--- src/rtl/data_mem_arbiter.sv ---
`default_nettype none
// +--------------------------------------------------------------------------+
// | Module   : data_mem_arbiter                                              |
// | Brief    : round-robin core/debug arbiter for the 32x8 data memory, with |
// |            optional debug lock (enabled by DATA_MEM_ARB_LOCK_EN)         |
// | Revision : 1.0                                                           |
// +--------------------------------------------------------------------------+
module data_mem_arbiter #(
  parameter int ADDR_W   = 5,
  parameter int DATA_W   = 8,
  parameter int LOCK_MAX = 16
) (
  input  logic              clk,
  input  logic              reset,
  input  logic              core_req,
  input  logic              core_we,
  input  logic [ADDR_W-1:0] core_addr,
  input  logic [DATA_W-1:0] core_wdata,
  output logic              core_gnt,
  output logic              core_stall,
  output logic              core_rvalid,
  output logic [DATA_W-1:0] core_rdata,
  input  logic              dbg_req,
  input  logic              dbg_we,
  input  logic [ADDR_W-1:0] dbg_addr,
  input  logic [DATA_W-1:0] dbg_wdata,
  input  logic              dbg_lock,
  output logic              dbg_gnt,
  output logic              dbg_rvalid,
  output logic [DATA_W-1:0] dbg_rdata,
  output logic              mem_we,
  output logic [ADDR_W-1:0] mem_addr,
  output logic [DATA_W-1:0] mem_wdata,
  input  logic [DATA_W-1:0] mem_rdata
);

`ifdef DATA_MEM_ARB_LOCK_EN
  localparam logic c_lock_en = 1'b1;
`else
  localparam logic c_lock_en = 1'b0;
`endif
  localparam logic [7:0] c_lock_max = 8'(LOCK_MAX);

  typedef enum logic [0:0] {
    S_IDLE = 1'b0,
    S_LOCK = 1'b1
  } state_t;

  state_t            r_state, w_state_nxt;
  logic              r_last_dbg, w_last_dbg_nxt;
  logic [7:0]        r_lock_cnt, w_lock_cnt_nxt;
  logic              w_core_gnt, w_dbg_gnt;
  logic              r_core_rvalid, r_dbg_rvalid;
  logic [DATA_W-1:0] r_core_rdata, r_dbg_rdata;

  // Grants are held off entirely while reset is high.
  always_comb begin
    w_core_gnt = 1'b0;
    w_dbg_gnt  = 1'b0;
    if (!reset) begin
      if (r_state == S_LOCK) begin
        w_dbg_gnt = dbg_req;
      end else if (core_req && dbg_req) begin
        w_core_gnt = r_last_dbg;
        w_dbg_gnt  = !r_last_dbg;
      end else begin
        w_core_gnt = core_req;
        w_dbg_gnt  = dbg_req;
      end
    end
  end

  always_comb begin
    w_state_nxt    = r_state;
    w_lock_cnt_nxt = r_lock_cnt;
    w_last_dbg_nxt = r_last_dbg;
    if (w_core_gnt || w_dbg_gnt) begin
      w_last_dbg_nxt = w_dbg_gnt;
    end
    case (r_state)
      S_IDLE: begin
        // A one-grant limit is satisfied by the entering grant itself.
        if (c_lock_en && w_dbg_gnt && dbg_lock && (c_lock_max > 8'd1)) begin
          w_state_nxt    = S_LOCK;
          w_lock_cnt_nxt = 8'd1;
        end
      end
      S_LOCK: begin
        if (w_dbg_gnt) begin
          w_lock_cnt_nxt = r_lock_cnt + 8'd1;
        end
        if (!dbg_lock || (w_dbg_gnt && (w_lock_cnt_nxt >= c_lock_max))) begin
          w_state_nxt    = S_IDLE;
          w_lock_cnt_nxt = 8'd0;
          w_last_dbg_nxt = 1'b1;
        end
      end
      default: begin
        w_state_nxt    = S_IDLE;
        w_lock_cnt_nxt = 8'd0;
      end
    endcase
  end

  always_ff @(posedge clk) begin
    if (reset) begin
      r_state       <= S_IDLE;
      r_last_dbg    <= 1'b1;
      r_lock_cnt    <= 8'd0;
      r_core_rvalid <= 1'b0;
      r_dbg_rvalid  <= 1'b0;
      r_core_rdata  <= '0;
      r_dbg_rdata   <= '0;
    end else begin
      r_state       <= w_state_nxt;
      r_last_dbg    <= w_last_dbg_nxt;
      r_lock_cnt    <= w_lock_cnt_nxt;
      r_core_rvalid <= w_core_gnt && !core_we;
      r_dbg_rvalid  <= w_dbg_gnt && !dbg_we;
      if (w_core_gnt && !core_we) begin
        r_core_rdata <= mem_rdata;
      end
      if (w_dbg_gnt && !dbg_we) begin
        r_dbg_rdata <= mem_rdata;
      end
    end
  end

  always_comb begin
    mem_we    = 1'b0;
    mem_addr  = '0;
    mem_wdata = '0;
    if (w_core_gnt) begin
      mem_we    = core_we;
      mem_addr  = core_addr;
      mem_wdata = core_wdata;
    end else if (w_dbg_gnt) begin
      mem_we    = dbg_we;
      mem_addr  = dbg_addr;
      mem_wdata = dbg_wdata;
    end
  end

  assign core_gnt    = w_core_gnt;
  assign dbg_gnt     = w_dbg_gnt;
  assign core_stall  = core_req && !w_core_gnt;
  // A read pending across a reset assertion is dropped.
  assign core_rvalid = r_core_rvalid && !reset;
  assign dbg_rvalid  = r_dbg_rvalid && !reset;
  assign core_rdata  = r_core_rdata;
  assign dbg_rdata   = r_dbg_rdata;

endmodule
`default_nettype wire

--- config.mk ---
export PLATFORM = sky130hd
export DESIGN_NAME = data_mem_arbiter
export DESIGN_NICKNAME = d
export VERILOG_FILES = /design/src/rtl/data_mem_arbiter.sv
export SDC_FILE = /design/constraint.sdc
export NUM_CORES = 1
export LEC_CHECK = 0
export CAP_MARGIN = 20
export CORE_MARGIN = 3
export CORE_UTILIZATION = 42
export DETAILED_ROUTE_END_ITERATION = 8
export GPL_ROUTABILITY_DRIVEN = 0
export PLACE_DENSITY = 0.93
export SLEW_MARGIN = 40
export SYNTH_ARGS = -nofsm -noshare
export SYNTH_HDL_FRONTEND = slang
export SYNTH_SLANG_ARGS = --single-unit
--- constraint.sdc ---
create_clock -name clk -period 2.8 [get_ports clk]
set_input_delay 0.56 -clock clk [delete_from_list [all_inputs] [get_ports clk]]
set_output_delay 0.56 -clock clk [all_outputs]
set_load 0.05 [all_outputs]
Yosys cells after proc, flatten, opt, wreduce, memory -nomap -nowiden
Cells that the tools add are included.
- flip-flop bits (word level): 28
- bits of input ports: 41
- output and inout bits: 35
- word-level logic and storage cells: 45
- $add $sub $neg: 1
- order comparisons: 1
- muxes and demuxes: 19
- bitwise operators: 1
- reduce and logical (&&, ||, !) cells: 16
- operators by type and width (kind ; count):
    8-bit 2-to-1 mux ; 5
    1-bit 2-to-1 mux ; 12
    5-bit 2-to-1 mux ; 2
    8-bit by 1-bit adder with 8-bit output, second input constant ; 1
    8-bit by 5-bit >= comparator with 1-bit output, second input constant ; 1
    1-bit logical AND ; 7
    1-bit zero test ; 6
    1-bit logical OR ; 2
    2-bit OR reduction ; 1
    1-bit NOT ; 1

Longest topological paths before layout
Gate-level depths: netlist of the first run.
- word-level depth: 11
- mapped depth: 9
- depth with buffers taken out: 6

Worst setup path before layout of the first run
No wires, ideal clock.
- kind: input to output
- from: in reset
- to: out mem_addr[0]
- arrival: 2.267 ns
- data required time: 2.240 ns
- slack: -0.027 ns
- cell stages on the path: 5
- path buffers: 1
- path through: and2b_2 -> nand2_1 -> inv_2 -> clkbuf_1 -> a22o_1
- longest elaborated chain between the ends: 3
- RTL lines (item ; line ; RTL):
    start: declaration ; 14 ; input logic reset,
    1-bit 2-to-1 mux ; 60 ; if (!reset) begin
    net dbg_gnt ; 28 ; output logic dbg_gnt,
    5-bit 2-to-1 mux ; 137 ; end else if (w_dbg_gnt) begin
    5-bit 2-to-1 mux ; 133 ; if (w_core_gnt) begin
    end: declaration ; 32 ; output logic [ADDR_W-1:0] mem_addr,
The timed path passes the listed nets, and every way through them passes these cells.

Final worst setup path of the first run
- from: in reset
- to: out mem_wdata[5]
- longest elaborated chain between the ends: 3
- RTL lines (item ; line ; RTL):
    1-bit 2-to-1 mux ; 60 ;
    8-bit 2-to-1 mux ; 137 ;
    8-bit 2-to-1 mux * ; 133 ;
    end: declaration ; 33 ; output logic [DATA_W-1:0] mem_wdata,
Mark *: on every way between the ends. The rest lies on a longest branch, timed or not.

==> results of run 1 <==
critical path: stages:
cell             delay, ps
clkdlybuf4s50_1        530
and2b_2                270
nand2_1                100
inv_2                  150
a22o_1                 300
buf_12                 160
power by group through the flow:
stage	clock network [W]	registers [W]	logic (W)
after global routing	0.000183	0.000420	0.000327
after floorplan	0	0.000448	0.000123
final	0.000162	0.000418	0.000312
after CTS	0.000167	0.000417	0.000314
after global placement	0	0.000425	0.000309
after detailed placement	0	0.000426	0.000313
cell usage after synthesis (all sizes together) (2+ instances only):
| master | n |
|---|---|
| and2 | 3 |
| nor2 | 17 |
| nor2b | 4 |
| nand2 | 21 |
| a21oi | 12 |
| nand2b | 6 |
| nor4 | 2 |
| a21o | 2 |
| buf | 3 |
| nor3 | 4 |
| a2111oi | 2 |
| inv | 4 |
| a22o | 15 |
| dfxtp | 28 |
| nand4 | 4 |
| and3 | 2 |
| nand3 | 4 |
| mux2i | 8 |
| clkbuf | 5 |
sequential cells by signal (all words and copies together), names as in the netlist:
signal	cells
core_rdata	8
dbg_rdata	8
r_core_rvalid	1
r_dbg_rvalid	1
r_last_dbg	1
r_lock_cnt	8
r_state	1
worst paths after layout:
path                                                 start                          to  depth (start not counted)
worst min-delay path            core_rdata[2]$_SDFFE_PP0P_  core_rdata[2]$_SDFFE_PP0P_                          2
worst min register to register  core_rdata[2]$_SDFFE_PP0P_  core_rdata[2]$_SDFFE_PP0P_                          2
worst max-delay path                                 reset                mem_wdata[5]                          6
worst max register to register  r_lock_cnt[0]$_SDFFE_PP0P_  r_lock_cnt[6]$_SDFFE_PP0P_                          6
metrics by stage:
step | instances | hold slack, ps
after floorplan | 163 | 493
after global placement | 278 | 441
after detailed placement | 278 | 448
after CTS | 281 | 464
after global routing | 281 | 506
final | 281 | 464
metal layers:
metal | vias to the layer above | wire length [um] | GRT usage
li1 | 740 | - | -
met1 | 720 | 1610 | 0.263
met2 | 69 | 2340 | 0.407
met3 | 3 | 371 | 0.0572
met4 | 0 | 18 | 0.0396
met5 | - | 0 | 0
cells by family (layout without fill, tap and decap cells):
family / after synthesis / after routing / share of synthesized area
flip-flops: 28 / 28 / 0.388
buffers and inverters: 12 / 86 / 0.0424
AO/OA/AOI/OAI: 40 / 40 / 0.220
XOR/XNOR: 1 / 1 / 0.00606
multiplexers: 8 / 8 / 0.0554
AND/OR/NAND/NOR: 73 / 73 / 0.280
adder cells (fa/ha/maj): 1 / 1 / 0.00865
area by class of cell:
cell class	count	area, sq um
tap	44	55.1
fill	219	729
clock buffer	3	22.5
sequential	28	561
timing repair buffer	79	971
inverter	4	15.0
multi-input combinational	123	825
==> results.sh, run 1 <==
export IMPL_final_setup_skew_ps=5.50
export IMPL_cts_clk_slew_worst_paths_ps=140
export IMPL_die_area_sq_mm=0.00418
export IMPL_start_util=0.455
export IMPL_slew_headroom=0.651
export IMPL_num_vias=1532
export IMPL_synth_ff_type="dfxtp_1"
export IMPL_grt_pass1_wl_mm=7.46
export IMPL_yosys_area_top_type="dfxtp_1"
export IMPL_irDropWorstVdd_v=0.000329
export IMPL_fin_area_sq_mm=0.00245
export IMPL_place_area_sq_mm=0.00243
export IMPL_cts_htree_levels=1
export IMPL_cts_sinks=28
export IMPL_core_area_sq_mm=0.00318
export IMPL_synth_area_leaders="dfxtp_1, a22o_1, mux2i_1"
export IMPL_io_pins=76
export IMPL_swShare=0.311
export IMPL_rsz0062_at_grt="no"
export IMPL_worstSkewPairLatency_ps=320
export IMPL_drc=0
export IMPL_std_cell_rows=20
export IMPL_worstHoldPathType="reg -> reg"
export IMPL_clockPowerShare=0.182
export IMPL_reg2reg_slack_ps=770
export IMPL_clockBufferDepth=2
export IMPL_fp_dieH_um=64.7
export IMPL_synth_nets=205
export IMPL_post_route_min_period_ps=2630
export IMPL_cts_tree="built"
export IMPL_finalSetupTns_ps=0
export IMPL_report_final_hold_viol_count=0
export IMPL_p_comb_frac=0.349
export IMPL_die_w_um=64.7
export IMPL_setup_viol=0
export IMPL_syn_instance_count=163
export IMPL_final_cell_mix="clkdlybuf4s50_1, dfxtp_1, nand2_1, buf_12, nor2_1"
export IMPL_cts_root_buffer="clkbuf_4"
export IMPL_syn_avg_cell_area_sq_um=8.87
export IMPL_port_buffers=75
export IMPL_fmax_ghz=0.380
export IMPL_drt_pass1_iterations=4
export IMPL_grt_pass1_vias=1561
export IMPL_fin_nets=281
export IMPL_ys_seq_area_frac=0.388
export IMPL_dpl_hpwl_mm=3.50
export IMPL_start_kind="primary input"
export IMPL_synthToLayoutAreaGrowth_pct=69.3
export IMPL_netlist_area_leader_share=0.388
export IMPL_wl_per_cell_um=15.4
export IMPL_p_sw_w=0.000277
export IMPL_wirelength_mm=4.34
export IMPL_drtAntennaViolNets=0
export IMPL_synth_area_sq_mm=0.00145
export IMPL_crit_type="in -> out"
export IMPL_power_density_mw_per_mm2=364
export IMPL_pre_cts_slack_ps=149
export IMPL_final_common_cell="clkdlybuf4s50_1"
export IMPL_seqPwrFrac=0.468
export IMPL_antenna_cells=0
export IMPL_leakagePower_nw=0.930
export IMPL_outcome="completed"
export IMPL_grt_max_degree=23
export IMPL_worstPathMaxFanout=17
export IMPL_drv_slew=0
export IMPL_cts_resized=0
export IMPL_worstMarginPinSlew_ps=522
export IMPL_p_total_w=0.000892
export IMPL_postLayoutCoreUtil=0.770
export IMPL_p_int_w=0.000615
export IMPL_layout_drive_gt1_share=0.160
export IMPL_grt_overflow_total=0
export IMPL_viasPerCell=5.45
export IMPL_antenna_found_initial=0
export IMPL_synth_cell_types=43
export IMPL_ys_ff_latch=28
export IMPL_drt_iter0_markers=62
export IMPL_cp_required_ps=2240
export IMPL_yosysWarningCount=0
export IMPL_grt_usage=0.223
export IMPL_cts_made_buffers=3
export IMPL_setup_ws_ps=170
export IMPL_fin_crit_sh=0.939
export IMPL_holdBufCountCts=0
export IMPL_end_kind="primary output"
export IMPL_cts_setup_buffers=0
export IMPL_worst_endpoint_arrival_ps=2070
export IMPL_synth_edf_count=0
export IMPL_synth_async_reset_ratio=0
export IMPL_maxCapViolCount=0
(Power assumes the default switching activity.)
==> run 2, diff against run 1 <==
ABC_AREA = 1   (was unset)
SKIP_CTS_REPAIR_TIMING = 1   (was unset)
==> run 2 against run 1 <==
Clock skew is 1.1 ps lower. Die area hardly changed. Combinational power is 4% higher. Critical path depth is 1 higher. Fmax is 0.98% lower. Clock power is 18% higher. Final cell count is 11% higher. Critical endpoint is now mem_wdata[2]. Largest power group unchanged. Highest routed layer unchanged.
==> results.sh, run 2 <==
export IMPL_outcome="completed"
export IMPL_p_comb_frac=0.349
export IMPL_fin_area_sq_mm=0.00245
export IMPL_end_kind="primary output"
export IMPL_final_setup_skew_ps=4.40
export IMPL_setup_viol=0
export IMPL_antenna_cells=0
export IMPL_worstMarginPinSlew_ps=524
export IMPL_grt_overflow_total=0
export IMPL_die_area_sq_mm=0.00419
export IMPL_seqPwrFrac=0.447
export IMPL_worstSkewPairLatency_ps=320
export IMPL_io_pins=76
export IMPL_netlist_area_leader_share=0.387
export IMPL_port_buffers=75
export IMPL_yosysMostFrequentCell="nor2_1"
export IMPL_wl_per_cell_um=14.3
export IMPL_antenna_found_initial=0
export IMPL_stdcell_count=313
export IMPL_place_area_sq_mm=0.00242
export IMPL_syn_avg_cell_area_sq_um=7.58
export IMPL_drv_slew=0
export IMPL_swShare=0.315
export IMPL_fmax_ghz=0.376
export IMPL_yosys_area_top_type="dfxtp_1"
export IMPL_crit_top_cell="nor2_4"
export IMPL_num_fill_cells=223
export IMPL_core_area_sq_mm=0.00318
export IMPL_wirelength_mm=4.47
export IMPL_worst_endpoint_arrival_ps=2100
export IMPL_ys_seq_area_frac=0.387
export IMPL_worstHoldPathType="reg -> reg"
export IMPL_irDropWorstVdd_v=0.000340
export IMPL_synthToLayoutAreaGrowth_pct=69.4
export IMPL_maxCapViolCount=0
export IMPL_crit_family="buffers and inverters"
export IMPL_crit_slowest_cell="clkdlybuf4s50_1"
export IMPL_synth_area_leaders="dfxtp_1, nor2_1, a22o_1"
export IMPL_setup_ws_ps=144
export IMPL_synth_cell_types=29
export IMPL_use_met2=0.418
export IMPL_drt_pass1_iterations=4
export IMPL_multi_input_area_sq_um=776
export IMPL_path_cells="clkdlybuf4s50_1 > nor2_4 > nand2_1 > nor2_4 > buf_4 > a22o_1 > buf_12"
export IMPL_final_cell_mix="clkdlybuf4s50_1, nor2_1, dfxtp_1, nand2_1, o21ai_0"
export IMPL_cts_made_buffers=3
export IMPL_grt_pass1_wl_mm=7.23
export IMPL_synth_async_reset_ratio=0
export IMPL_grt_busiest_layer="met2"
export IMPL_cts_sinks=28
export IMPL_crit_type="in -> out"
export IMPL_ff2ff_path_depth=13
export IMPL_report_final_hold_viol_count=0
export IMPL_synth_ff_type="dfxtp_1"
export IMPL_std_cell_rows=20
export IMPL_slew_headroom=0.649
export IMPL_start_util=0.456
export IMPL_post_route_min_period_ps=2660
export IMPL_die_w_um=64.7
export IMPL_layout_drive_gt1_share=0.182
export IMPL_viasPerCell=5.01
export IMPL_p_int_w=0.000642
export IMPL_synth_nets=233
export IMPL_rsz0062_at_grt="no"
export IMPL_fp_dieH_um=64.7
export IMPL_drt_iter0_markers=107
export IMPL_grt_max_degree=19
export IMPL_holdPathStages=2
export IMPL_p_sw_w=0.000295
export IMPL_path_buf_inv=3
export IMPL_use_met3=0.0364
export IMPL_met1_usage=0.248
export IMPL_ys_ff_latch=28
export IMPL_ff_latch_area_sq_um=561
export IMPL_max_stage_delay_ps=520
export IMPL_placed_cells=309
export IMPL_grt_pass1_vias=1576
export IMPL_cp_required_ps=2240
export IMPL_cts_tree="built"
export IMPL_synth_area_sq_mm=0.00145
export IMPL_synth_edf_count=0
export IMPL_fin_crit_sh=0.949
export IMPL_grt_usage=0.216
export IMPL_yosysWarningCount=0
export IMPL_crit_cells=7
export IMPL_drtAntennaViolNets=0
export IMPL_syn_instance_count=191
export IMPL_final_common_cell="clkdlybuf4s50_1"
export IMPL_cts_htree_levels=1
export IMPL_p_total_w=0.000936
export IMPL_leakagePower_nw=0.997
export IMPL_start_kind="primary input"
export IMPL_synth_common_cells="nor2_1, dfxtp_1, nand2_1, o21ai_0"
export IMPL_cts_clk_slew_worst_paths_ps=140
export IMPL_pre_cts_slack_ps=143
export IMPL_finalSetupTns_ps=0
export IMPL_drc=0
export IMPL_dpl_hpwl_mm=3.63
export IMPL_clockPowerShare=0.204
export IMPL_num_vias=1569
export IMPL_cts_root_buffer="clkbuf_4"
export IMPL_power_density_mw_per_mm2=382
export IMPL_clockBufferDepth=2
export IMPL_worstPathMaxFanout=9
export IMPL_fin_nets=312
run 2: changes by cell type in the layout (fill, tap and decap cells not counted), moves of 4 or more:
cell | before | now
nor2_1 | 16 | 45
nand2_1 | 21 | 27
nor2b_1 | 4 | 0
buf_4 | 4 | 8
o21ai_0 | 1 | 20
a21oi_1 | 12 | 0
a21oi_2 | 0 | 6
inv_1 | 2 | 13
mux2i_1 | 8 | 0
nand2b_1 | 6 | 0
run 2: worst reg2reg max path: stages (launching register included):
cell and delay (ps):
dfxtp_1 490, clkinv_4 130, nand3_4 80, nand2_4 90, inv_4 180, buf_4 190, nand2_1 60, nand2_1 50
nand2_1 60, nor2_1 100, nand2_1 70, nand2_2 90, nand2_4 90, nor3_2 120
run 2: per-stage QoR:
step | hold slack [ps] | utilization
6_report | 518 | 0.772
5_1_grt | 530 | 0.772
4_1_cts | 511 | 0.772
3_5_place_dp | 492 | 0.760
3_3_place_gp | 481 | 0.760
2_1_floorplan | 460 | -
run 2: worst paths after layout:
path / startpoint / to / slack, ps
worst min register to register: r_lock_cnt[1]$_SDFFE_PP0P_ / r_lock_cnt[1]$_SDFFE_PP0P_ / 520
worst max register to register: r_state$_SDFF_PP0_ / r_state$_SDFF_PP0_ / 950
worst min-delay path: r_lock_cnt[1]$_SDFFE_PP0P_ / r_lock_cnt[1]$_SDFFE_PP0P_ / 520
worst max-delay path: reset / mem_wdata[2] / 140
run 2: metal layers:
metal  part of all wire  vias to the layer above
li1                   -                      796
met1               0.41                      718
met2               0.54                       47
met4              0.011                        0
met3              0.041                        8
met5                  0                        -
run 2: area by class of cell:
type / instances / share of cell area
tap: 44 / 0.0224
timing repair buffer: 81 / 0.392
sequential: 28 / 0.229
inverter: 15 / 0.0260
clock buffer: 4 / 0.0148
multi-input combinational: 141 / 0.316
run 2: logic make-up (layout without fill, tap and decap cells):
group,after synthesis,after routing,share of synthesized area
AOI/OAI and AO/OA,43,43,0.203
and+or+nand+nor,95,95,0.309
DFF,28,28,0.387
buffers and inverters,22,100,0.0795
xor gates and xnor gates,2,2,0.0121
adders and majority gates,1,1,0.00864
run 2: power by group through the flow:
stage	sequential, W	clock, W	combinational [W]
5_1_grt	0.000420	0.000216	0.000339
6_report	0.000418	0.000191	0.000326
3_3_place_gp	0.000426	0	0.000321
4_1_cts	0.000418	0.000197	0.000328
2_1_floorplan	0.000464	0	0.000120
3_5_place_dp	0.000426	0	0.000327
